File: config.mk
export PLATFORM = sky130hd
export DESIGN_NAME = minibyte_bus_arb
export DESIGN_NICKNAME = d
export VERILOG_FILES = /design/src/rtl/minibyte_pkg.sv /design/src/rtl/minibyte_rr_pick.sv /design/src/rtl/minibyte_bus_arb.sv
export SDC_FILE = /design/constraint.sdc
export NUM_CORES = 1
export LEC_CHECK = 0
export ABC_AREA = 1
export ABC_CLOCK_PERIOD_IN_PS = 3450
export CORE_MARGIN = 2
export CORE_UTILIZATION = 45
export CTS_CLUSTER_DIAMETER = 100
export DETAILED_ROUTE_END_ITERATION = 8
export PLACE_DENSITY_LB_ADDON = 0.12
export RECOVER_POWER = 25
export SLEW_MARGIN = 40
export SYNTH_ARGS = -nofsm -noshare
export SYNTH_HDL_FRONTEND = slang
export SYNTH_HIERARCHICAL = 1
export SYNTH_SLANG_ARGS = --single-unit
export TNS_END_PERCENT = 100
File: constraint.sdc
create_clock -name clk_in -period 3.45 [get_ports clk_in]
set_input_delay 0.345 -clock clk_in [delete_from_list [all_inputs] [get_ports clk_in]]
set_output_delay 0.345 -clock clk_in [all_outputs]
set_load 0.03 [all_outputs]
File: src/rtl/minibyte_pkg.sv
// minibyte bus arbiter shared definitions
// state encoding, requester ids, bus width
package minibyte_pkg;

  localparam int DW = 8;

  localparam logic ID_CPU = 1'b0;
  localparam logic ID_DBG = 1'b1;

  typedef enum logic [1:0] {
    ST_IDLE   = 2'd0,
    ST_SETUP  = 2'd1,
    ST_ACCESS = 2'd2,
    ST_DONE   = 2'd3
  } state_t;

  typedef struct packed {
    logic          id;
    logic          we;
    logic [DW-1:0] addr;
    logic [DW-1:0] wdata;
  } txn_t;

endpackage

File: src/rtl/minibyte_rr_pick.sv
// minibyte two-way round-robin pick
// on a tie the requester not served last wins
module minibyte_rr_pick
  import minibyte_pkg::*;
(
  input  logic cpu_req,
  input  logic dbg_req,
  input  logic last,
  output logic valid,
  output logic winner
);

  // choose a single winner among the live requests
  always_comb begin
    valid  = cpu_req | dbg_req;
    winner = ID_CPU;
    unique case (1'b1)
      (cpu_req && dbg_req):
        winner = (last == ID_CPU) ? ID_DBG : ID_CPU;
      (!cpu_req && dbg_req):
        winner = ID_DBG;
      default:
        winner = ID_CPU;
    endcase
  end

endmodule

File: src/rtl/minibyte_bus_arb.sv
// minibyte bus arbiter: CPU vs debug loader
// setup / access / done cycle on a shared bus
module minibyte_bus_arb
  import minibyte_pkg::*;
#(
  parameter int WAIT_CYCLES = 1,
  parameter bit CPU_FIRST   = 1'b1
)(
  input  logic          clk_in,
  input  logic          rst_n_in,
  input  logic          ena_in,
  input  logic          cpu_req_in,
  input  logic          dbg_req_in,
  input  logic          cpu_we_in,
  input  logic          dbg_we_in,
  input  logic [DW-1:0] cpu_addr_in,
  input  logic [DW-1:0] dbg_addr_in,
  input  logic [DW-1:0] cpu_wdata_in,
  input  logic [DW-1:0] dbg_wdata_in,
  output logic          cpu_gnt_out,
  output logic          dbg_gnt_out,
  output logic          cpu_ack_out,
  output logic          dbg_ack_out,
  output logic [DW-1:0] rdata_out,
  output logic [DW-1:0] mem_addr_out,
  output logic [DW-1:0] mem_data_out,
  input  logic [DW-1:0] mem_data_in,
  output logic          mem_we_out,
  output logic          mem_drive_out,
  output logic          busy_out
);

  localparam logic [2:0] LAST_CNT = 3'(WAIT_CYCLES);
  localparam logic LAST_RST = CPU_FIRST ? ID_DBG : ID_CPU;

  state_t     state;
  state_t     state_nx;
  txn_t       txn;
  logic [2:0] cnt;
  logic       last;
  logic       pick_vld;
  logic       pick_id;
  logic       last_acc;

  minibyte_rr_pick u_pick (
    .cpu_req (cpu_req_in),
    .dbg_req (dbg_req_in),
    .last    (last),
    .valid   (pick_vld),
    .winner  (pick_id)
  );

  assign last_acc = (cnt == LAST_CNT);

  // state register, frozen while disabled
  always_ff @(posedge clk_in or negedge rst_n_in) begin
    if (!rst_n_in) begin
      state <= ST_IDLE;
    end else if (ena_in) begin
      state <= state_nx;
    end
  end

  // next-state decode
  always_comb begin
    state_nx = state;
    unique case (state)
      ST_IDLE:   if (pick_vld) state_nx = ST_SETUP;
      ST_SETUP:  state_nx = ST_ACCESS;
      ST_ACCESS: if (last_acc) state_nx = ST_DONE;
      ST_DONE:   state_nx = ST_IDLE;
      default:   state_nx = ST_IDLE;
    endcase
  end

  // latched transaction, wait counter, read data, last served
  always_ff @(posedge clk_in or negedge rst_n_in) begin
    if (!rst_n_in) begin
      txn       <= '0;
      cnt       <= 3'd0;
      rdata_out <= '0;
      last      <= LAST_RST;
    end else if (ena_in) begin
      if (state == ST_IDLE && pick_vld) begin
        txn.id    <= pick_id;
        txn.we    <= pick_id ? dbg_we_in : cpu_we_in;
        txn.addr  <= pick_id ? dbg_addr_in : cpu_addr_in;
        txn.wdata <= pick_id ? dbg_wdata_in : cpu_wdata_in;
      end
      if (state == ST_ACCESS && !last_acc) begin
        cnt <= cnt + 3'd1;
      end else begin
        cnt <= 3'd0;
      end
      if (state == ST_ACCESS && last_acc && !txn.we) begin
        rdata_out <= mem_data_in;
      end
      if (state == ST_DONE) begin
        last <= txn.id;
      end
    end
  end

  // bus, grant and ack decode from registered state
  always_comb begin
    cpu_gnt_out   = 1'b0;
    dbg_gnt_out   = 1'b0;
    cpu_ack_out   = 1'b0;
    dbg_ack_out   = 1'b0;
    mem_addr_out  = '0;
    mem_data_out  = '0;
    mem_we_out    = 1'b0;
    mem_drive_out = 1'b0;
    busy_out      = (state != ST_IDLE);
    if (state != ST_IDLE) begin
      cpu_gnt_out = (txn.id == ID_CPU);
      dbg_gnt_out = (txn.id == ID_DBG);
    end
    unique case (state)
      ST_SETUP: begin
        mem_addr_out  = txn.addr;
        mem_data_out  = txn.we ? txn.wdata : '0;
        mem_drive_out = txn.we;
      end
      ST_ACCESS: begin
        mem_addr_out  = txn.addr;
        mem_data_out  = txn.we ? txn.wdata : '0;
        mem_drive_out = txn.we;
        mem_we_out    = txn.we;
      end
      ST_DONE: begin
        cpu_ack_out = (txn.id == ID_CPU);
        dbg_ack_out = (txn.id == ID_DBG);
      end
      default: ;
    endcase
  end

endmodule

Word-level counts from Yosys, hierarchy flattened
Cells that the tools add are included.
Widths: inputs -> output; s select.
{"block": "totals", "regBits": 32, "inputBits": 47, "out_inout_bits": 31, "word_cells": 51}
{"block": "classes", "add_sub_neg": 1, "n_eq_ne": 6, "muxes": 18, "n_bitwise": 2, "reduce_logical": 16}
{"op": "$mux 8", "count": 5}
{"op": "$mux 1", "count": 8}
{"op": "$pmux 2 s4", "count": 1}
{"op": "$logic_and 1x1->1", "count": 6}
{"op": "$reduce_and 2->1", "count": 3}
{"op": "$eq 2x2->1 const B", "count": 2}
{"op": "$mux 2", "count": 2}
{"op": "$ne 2x2->1 const B", "count": 2}
{"op": "$add 3x1->3 const B", "count": 1}
{"op": "$eq 3x1->1 const B", "count": 1}
{"op": "$logic_not 1->1", "count": 3}
{"op": "$mux 3", "count": 1}
{"op": "$reduce_and 3->1", "count": 1}
{"op": "$eq 2x1->1 const B", "count": 1}
{"op": "$logic_not 2->1", "count": 1}
{"op": "$pmux 1 s2", "count": 1}
{"op": "$reduce_bool 2->1", "count": 1}
{"op": "$reduce_or 2->1", "count": 1}
{"op": "$not 1->1", "count": 1}
{"op": "$or 1x1->1", "count": 1}

Depth between registers and ports, before layout
{"block": "logic_depth", "word_depth": 4, "mapped_depth": 9, "ltp_nobuf": 7}

By module
Netlist, hierarchy kept.
{"module": "minibyte_bus_arb", "n_inst": 1, "cells_per_inst": 248, "area_per_inst_um2": 1762.9, "seq_area_each_um2": 802.0}
{"module": "minibyte_rr_pick", "n_inst": 1, "cells_per_inst": 3, "area_per_inst_um2": 15.0, "seq_area_each_um2": 0.0}

Worst setup path after synthesis
Ideal clock, no wire load.
{"block": "synth_timing", "kind": "reg-to-output", "start": "register state[1]", "end": "output mem_data_out[0]", "arrival_ns": 1.445, "required_time_ns": 3.105, "path_slack_ns": 1.660, "stages_incl_launch_ff": 6, "path_buffers": 1, "cell_sequence": "dfrtp_1 -> inv_1 -> ha_1 -> buf_2 -> nand2_1 -> nor2_1"}
{"block": "synth_via", "elab_chain_cells": 3, "word_cells_on_any_way": 4, "cone_classes": "eq/ne: 2; mux: 1; reduce/logical: 1"}
{"element": "start, declared", "line_no": "minibyte_bus_arb.sv:36", "text": "state_t state;"}
{"element": "start signal, assigned", "line_no": "minibyte_bus_arb.sv:60", "text": "state <= state_nx;"}
{"element": "$eq 2x2->1 or $eq 2x1->1 (tied branches)", "line_no": "minibyte_bus_arb.sv:119", "text": "unique case (state)"}
{"element": "$reduce_or 2->1 (no line) *"}
{"element": "$mux 8 *"}
{"element": "end, declared", "line_no": "minibyte_bus_arb.sv:26", "text": "output logic [DW-1:0] mem_data_out,"}
Mark *: on every way between the ends. The rest lies on a longest branch, timed or not.

Worst setup path after layout
Same ends and word-level chain as after synthesis.

==> results.py <==
metrics = {
    "drt": {
        "vias": 1720,
        "drcViolationCount": 0,
        "dr.pass1.iters": 4,
        "drt-wirelength-per-cell_um": 11.02,
        "drtIter0Drc": 65,
        "wl_mm": 4.165,
        "postRouteAntennaNets": 0,
        "via_per_inst": 4.550,
    },
    "min_path": {
        "hold_path.class": "reg -> reg",
        "hold_depth": 2,
    },
    "final_layout": {
        "antenna_cells": 0,
        "area_delta_synth_final_pct": 48.63,
        "final_common_cell": "nand2_1",
        "fillers": 325,
        "drive_above_1_share": 0.05455,
        "mostFrequentLayoutCells": "nand2_1 (136), clkdlybuf4s50_1 (76), inv_1 (31), dfrtp_1 (31), nor2_1 (12)",
        "nets": 382,
        "final_cells": 378,
        "fin_area_mm2": 0.002643,
    },
    "yosys": {
        "yosysSeqAreaShare": 0.4511,
        "synth_nets": 304,
        "yosysUniqueCellTypes": 20,
        "synth_area_leaders": "dfrtp_1 (44%), nand2_1 (29%), inv_1 (6.5%)",
        "synth_compound_area_frac": 0.05208,
        "synth_seq_cells": 32,
        "async_flop_share": 1.000,
        "synth_top_area_cell": "dfrtp_1",
        "syn_area_mm2": 0.001778,
        "avgSynthCellArea_um2": 7.083,
        "synth-edff-count": 0,
        "synthFlopType": "dfrtp_1",
        "netlist_instances": 251,
        "yosysTopAreaCellShare": 0.4363,
        "synthAdderAreaFrac": 0.04222,
        "synth_top_family_by_area": "simple AND/OR/NAND/NOR gates",
        "yosysWarnings": 6,
        "synthSimpleGateAreaFrac": 0.3427,
        "synthMuxAreaShare": 0,
        "synth_xor_area_frac": 0,
    },
    "power_and_ir_drop": {
        "leakage_nw": 1.400,
        "power_w": 0.002026,
        "powerDensity_mw_per_mm2": 766.7,
        "ir_worst_vdd_v": 0.0004769,
    },
    "clock_network": {
        "hold_buffers": 0,
        "cts-root-buf": "clkbuf_8",
        "cts-resized-gates": 0,
        "h-tree-depth": 2,
        "clock_latency_ns": 0.28,
        "numCtsBuffers": 5,
        "cts.sinks": 32,
        "clockBufferDepth": 2,
        "clk_pin_slew_ns": 0.07,
        "cts_tree": "done",
        "post_cts.repair.setup_buffers": 0,
    },
    "timing": {
        "worstMarginPinSlew_ns": 1.677,
        "hold_viol_final": 0,
        "rsz0062_at_grt": "no",
        "fmax_ghz": 0.3677,
        "slew-limit-headroom": -0.1178,
        "setup_viol": 0,
        "period_minus_slack_ns": 2.719,
        "setup_tns_ns": 0,
        "skew_ns": 0.006652,
        "slew_viol_final": 33,
        "layout_setup_ws_ns": 0.7306,
        "post-route-period-util": 0.7882,
    },
    "worst_setup_path": {
        "critPathTopFamily": "buffers and inverters",
        "crit_path_start_kind": "register",
        "cp.depth": 5,
        "cp.required_ns": 3.11,
        "cp_max_fo": 10,
        "worstSetupPathType": "reg -> out",
        "crit_path_cell_trace": "inv_1, ha_1, nand2_1, nor2_1, clkdlybuf4s50_1",
        "r2r_cells": 6,
        "timing.critical_path.buf_inv": 2,
        "slowest_delay_ns": 0.68,
        "slowest_stage": "clkdlybuf4s50_1",
        "cp.arrival_ns": 2.37,
        "critPathCaptureType": "primary output",
    },
    "global_routing": {
        "grt_pass1_wl_mm": 6.886,
        "gr-total-overflow": 0,
        "grt_max_degree": 33,
        "antenna_found_initial": 0,
        "grtUsageTotal": 0.2092,
        "grt_pass1_vias": 1618,
    },
    "floorplan": {
        "rows": 22,
        "core_region_area_mm2": 0.003716,
        "fp.dieH_um": 66.86,
        "die_area_mm2": 0.004470,
        "start_util": 0.4785,
        "num_io_pins": 78,
        "die_w_um": 66.86,
    },
    "outcome": {
        "violations": "max-capacitance violations, max-slew violations",
        "outcome": "finished, violations left",
    },
    "placement": {
        "placed_cell_area_mm2": 0.002554,
        "place_ws_ns": 1.049,
        "gp_congestion": 0.7126,
        "post-place-cells": 370,
        "io_buffers": 77,
        "hpwlAfterDp_mm": 3.003,
    },
    "job": {
        "drv_cap": 1,
    },
}
[cells in the mapped netlist, types with 2 or more instances]
cell type and instances:
nor2_1 12, nand3_1 4, inv_4 2, o21ai_2 3, a21oi_1 3, buf_6 4
o21ai_0 8, buf_2 2, inv_1 31, nand2_1 136, buf_4 2, dfrtp_1 31
ha_1 6
[where the power goes]
| group | total, W | switching, W | internal [W] | leakage, nW |
|---|---|---|---|---|
| Combinational | 0.00112 | 0.000681 | 0.000439 | 0.941 |
| Sequential | 0.000611 | 0.0000824 | 0.000529 | 0.408 |
| Clock | 0.000294 | 0.000136 | 0.000159 | 0.0510 |
| Total | 0.00203 | 0.000899 | 0.00113 | 1.40 |
[state kept, by name, indices dropped and copies added, names as in the netlist]
name and count:
last 1, rdata_out 8, state 2, txn 18
cnt 3
[final cells by class]
class                   count  area [um^2]  area share
clock buffers               6        82.58     0.03125
clock inverters             2        10.01    0.003788
inverters                  33        128.9     0.04877
multi-input cells         178        777.0      0.2940
flip-flops and latches     32        802.0      0.3035
well taps                  48        60.06     0.02273
repair buffers             79        782.0      0.2959
[final timing paths]
path / startpoint / end / slack [ns]
max: state[1] / mem_data_out[0] / 0.73
min: rdata_out[7] / rdata_out[7] / 0.47
max reg2reg: state[0] / txn[5] / 1.85
min reg2reg: rdata_out[7] / rdata_out[7] / 0.47
max in group asynchronous: rst_n_in / txn[11] / 1.45
min in group asynchronous: rst_n_in / txn[0] / 1.03
[through the flow]
stage	util	hold WS [ns]
floorplan	-	0.04941
global placement	0.6872	0.4532
detailed placement	0.6872	0.4589
CTS	0.7121	0.4707
global route	0.7111	0.4934
finish	0.7111	0.4715
[kinds of logic after synthesis]
kind of cell,count (synthesis)
AND/OR/NAND/NOR,156
flip-flops,32
buffers and inverters,41
AO/OA/AOI/OAI,16
adder cells (fa/ha/maj),6
[per-layer routing]
layer / wire length (um) / global-route usage / vias to the layer above
met5: 0 / 0 / -
met4: 54 / 0.07398 / 0
met3: 282 / 0.07601 / 4
met2: 1939 / 0.3450 / 51
met1: 1889 / 0.2508 / 769
li1: - / - / 896
[worst min-delay path: cells and delay by family, from the launching register on]
kind	cells	cell delay (ns)
flip-flops	1	0.34
AND/OR/NAND/NOR	2	0.10
No activity file was read; power rests on OpenSTA's default activity.
==> RTL edit 1: new RTL, same settings <==
The package constant `DW` goes from 8 to 10.
--- a/src/rtl/minibyte_pkg.sv
+++ b/src/rtl/minibyte_pkg.sv
@@ -4,3 +4,3 @@
 
-  localparam int DW = 8;
+  localparam int DW = 10;
 
Ports: changed (8 resized); port bits go from 78 to 94. No check against the original RTL was run, so the function may have changed too.
==> RTL edit 1 against the original RTL <==
The flow still finishes with violations (capacitance limit, slew limit); total power grew 17%; synthesized cell count grew 18%; sequential power grew 18%; area after synthesis grew 19%; final area grew 18%; wire length grew 20%; sequential cell count grew 6; worst setup slack lost 160 ps; critical path type unchanged.
==> RTL edit 1: results (changes against the original RTL) <==
status: "finished, violations left"
violations: "capacitance limit, slew limit"
dp_hpwl_um: 3717  # +24%
grt_pass1_wl_um: 8397  # +22%
n_antenna_cell: 0  # unchanged
worstMarginPinSlew_ps: 1978  # +301.1 ps
synth.top_cells.by_count: "163 x nand2_1, 37 x dfrtp_1, 36 x inv_1"
skew_ps: 4.455  # -2.197 ps
grt_util_all_layers_pct: 20.36  # -0.56 points
p_leak_nw: 1.649  # +18%
use_met3_pct: 5.139  # -2.5 points
r2r-end: "txn[0]$_DFFE_PN0P_"
placed_area_um2: 3037  # +19%
grt_use_met2_pct: 35.98  # +1.5 points
finalMaxSlewViolations: 39  # +18%
dpl_worst_slack_ps: 846.5  # -202.3 ps
synth.distinct_cells: 21  # +5.0%
p_sw_share_pct: 44.51  # +0.13 points
final.fill_count: 378  # +16%
pg_clk_w: 0.000307  # +4%
wl_per_cell_um: 11.37  # +3.2%
avgSynthCellArea_um2: 7.131  # +0.67%
powerSeq_w: 0.000722  # +18%
reg_top3: "txn x22, rdata_out x10, cnt x3"
cp_max_fo: 12  # +2
synthesis.nets: 359  # +18%
ir_drop_mv: 0.3254  # -32%
synth_area_leaders: "dfrtp_1 44%, nand2_1 29%, inv_1 6.4%"
met3_wirelength_um: 394  # +40%
first_global_vias: 1971  # +22%
drt_iter0_drc: 72  # +11%
stdcell_count: 439  # +16%
reg2reg_from: "state[0]$_DFFE_PN0P_"
wl_met1_um: 2138  # +13%
wl_met2_um: 2357  # +22%
cp.arrival_ps: 2540  # +170 ps
r2r_slack_ps: 1880  # +30 ps
cp-endpoint: "mem_data_out[8]"
min-delay-start: "rdata_out[9]$_DFFE_PN0P_"
dpl.cell_count: 431  # +16%
drive_gt1_share_pct: 6.460  # +1.0 points
via_per_inst: 4.601  # +1.1%
ys_seq_area_share_pct: 45.11  # about the same
nNetsFinal: 449  # +18%
layout_setup_ws_ps: 567.7  # -162.9 ps
drv_cap: 1  # unchanged
gp_congestion: 0.7526  # +5.6%
RTL edit 1: changes by cell type after synthesis, sizes merged:
cell | unedited run | this run
nand2 | 136 | 164
dfrtp | 31 | 37
inv | 33 | 36
buf | 8 | 10
nor2 | 13 | 15
o21ai | 12 | 14
clkbuf | 0 | 1
clkinv | 0 | 1
RTL edit 1: layout make-up:
| class | count | area [um2] | area share (%) |
|---|---|---|---|
| inverter | 37 | 143.9 | 4.606 |
| sequential | 38 | 952.2 | 30.48 |
| clock inverter | 1 | 5.005 | 0.1602 |
| multi-input combinational | 210 | 939.7 | 30.08 |
| timing repair buffer | 94 | 932.1 | 29.84 |
| clock buffer | 7 | 86.33 | 2.763 |
| tap | 52 | 65.06 | 2.082 |
RTL edit 1: cells by family (layout without fill, tap and decap cells):
kind of cell / after synthesis / in the layout / synth area share [%]
buffers and inverters: 48 / 139 / 10.55
AND/OR/NAND/NOR: 186 / 186 / 34.68
flip-flops: 38 / 38 / 45.11
AO/OA/AOI/OAI: 18 / 18 / 6.105
adder cells (fa/ha/maj): 6 / 6 / 3.557
RTL edit 1: worst min-delay path by stage:
stage / end / slack, ps / cells past startpoint
detailed placement: txn[5]$_DFFE_PN0P_ / 340 / 1
CTS: txn[5]$_DFFE_PN0P_ / 30 / 1
global route: rdata_out[7]$_DFFE_PN0P_ / 500 / 2
finish: rdata_out[9]$_DFFE_PN0P_ / 470 / 2
floorplan: cnt[0]$_DFFE_PN0P_ / 50 / 0
global placement: rdata_out[5]$_DFFE_PN0P_ / 450 / 2
RTL edit 1: critical path, delay by kind of cell, from the launching register on:
family        cells  cell delay (ps)
flops             1              400
simple gates      2              550
fa+ha+maj         1              530
buf+inv           2              780
==> RTL edit 2: new RTL, same flow settings <==
Without the edit above. Re-encode `state_t` (4 states) as one-hot, 4 bits wide.
--- a/src/rtl/minibyte_pkg.sv
+++ b/src/rtl/minibyte_pkg.sv
@@ -9,7 +9,7 @@
 
-  typedef enum logic [1:0] {
-    ST_IDLE   = 2'd0,
-    ST_SETUP  = 2'd1,
-    ST_ACCESS = 2'd2,
-    ST_DONE   = 2'd3
+  typedef enum logic [3:0] {
+    ST_IDLE   = 4'b0001,
+    ST_SETUP  = 4'b0010,
+    ST_ACCESS = 4'b0100,
+    ST_DONE   = 4'b1000
   } state_t;
Formal check against the unedited RTL: same outputs for any inputs over 10 cycles, from zero or initial values and one cycle with rst_n_in low; not proved beyond that.
==> RTL edit 2 against the original RTL <==
Register-to-register slack better by 50 ps; total power shrank 10%; utilization decreased by 3.0 points; area after synthesis grew 4.8%; sequential cell count increased by 2; wire length is 4.6% lower; final area up 3.1%; first-iteration DRC count rose by 31%; critical path depth grew 1; worst setup slack better by 270 ps; die area grew 4.5%; the flow still finishes with violations (capacitance limit, slew limit).
==> RTL edit 2: results (changes against the original RTL) <==
skew_ps: 8.453  # +1.801 ps
grt_util_all_layers_pct: 19.51  # -1.4 points
final.fill_count: 333  # +2.5%
multi_input_area_share_pct: 30.41  # +1.0 points
wl_met2_um: 1864  # -3.9%
p_leak_nw: 1.279  # -8.6%
synth_area_leaders: "dfrtp_1 43%, nand2_1 10%, mux2i_1 9.1%"
multi_input_area_um2: 828.3  # +6.6%
cp.arrival_ps: 2110  # -260 ps
drt_iter0_drc: 85  # +31%
r2r-end: "txn[17]$_DFFE_PN0P_"
nClkBuffers: 7  # +1
drive_gt1_share_pct: 9.732  # +4.3 points
grt_pass1_wl_um: 6568  # -4.6%
reg2reg_from: "state[0]$_DFFE_PN1P_"
met1_usage_pct: 24.66  # -0.42 points
synth.top_cells.by_count: "52 x nand2_1, 32 x dfrtp_1, 28 x inv_1"
powerSeq_w: 0.000663  # +8.5%
r2r_slack_ps: 1900  # +50 ps
status: "finished, violations left"
cp_max_fo: 16  # +6
via_count: 1633  # -5.1%
holdPathEnd: "txn[15]$_DFFE_PN0P_"
multi_input_gates: 147  # -17%
bufAreaShareNonClock_pct: 28.34  # -1.3 points
min-delay-start: "txn[15]$_DFFE_PN0P_"
final.period_utilization_pct: 71.11  # -7.7 points
firstDrtPassIters: 5  # +1
pg_clk_w: 0.000307  # +4%
violations: "capacitance limit, slew limit"
met3_wirelength_um: 292  # +3.5%
gp_congestion: 0.7856  # +10%
drv_cap: 1  # unchanged
placed_area_um2: 2634  # +3.1%
ir_drop_mv: 0.3928  # -18%
wl_um: 3974  # -4.6%
ys_seq_area_share_pct: 45.80  # +0.69 points
first_global_vias: 1523  # -5.9%
finalMaxSlewViolations: 35  # +6.1%
grt_use_met2_pct: 30.22  # -4.3 points
maxSlewHeadroom_pct: -18.60  # -6.8 points
reg_top3: "txn x18, rdata_out x8, state x4"
synth.distinct_cells: 24  # +20%
switching_power_w: 0.0007693  # -14%
RTL edit 2: cell count changes after synthesis, moves of 3 or more:
cell     delta
inv_2       +3
o21ai_2     +5
inv_1       -3
nor2_1     +15
nand3_1     +3
nand2_1    -84
o21ai_1     +5
o21ai_0     +7
ha_1        -4
mux2i_1    +17
RTL edit 2: stage by stage:
stage          setup WS (ps)  instances  hold WS (ps)
2_1_floorplan           1716        221         49.41
3_3_place_gp            1352        340         461.9
3_5_place_dp            1303        340         465.1
4_1_cts                969.9        348         146.5
5_1_grt                826.4        348         506.7
6_report               996.8        348         483.4
RTL edit 2: cells by family after synthesis:
logic type | share of synthesized area (%)
AO/OA/AOI/OAI | 9.940
XOR/XNOR | 0.4702
adder cells (fa/ha/maj) | 1.343
buffers and inverters | 9.939
flip-flops | 45.80
multiplexers | 9.133
AND/OR/NAND/NOR | 23.37
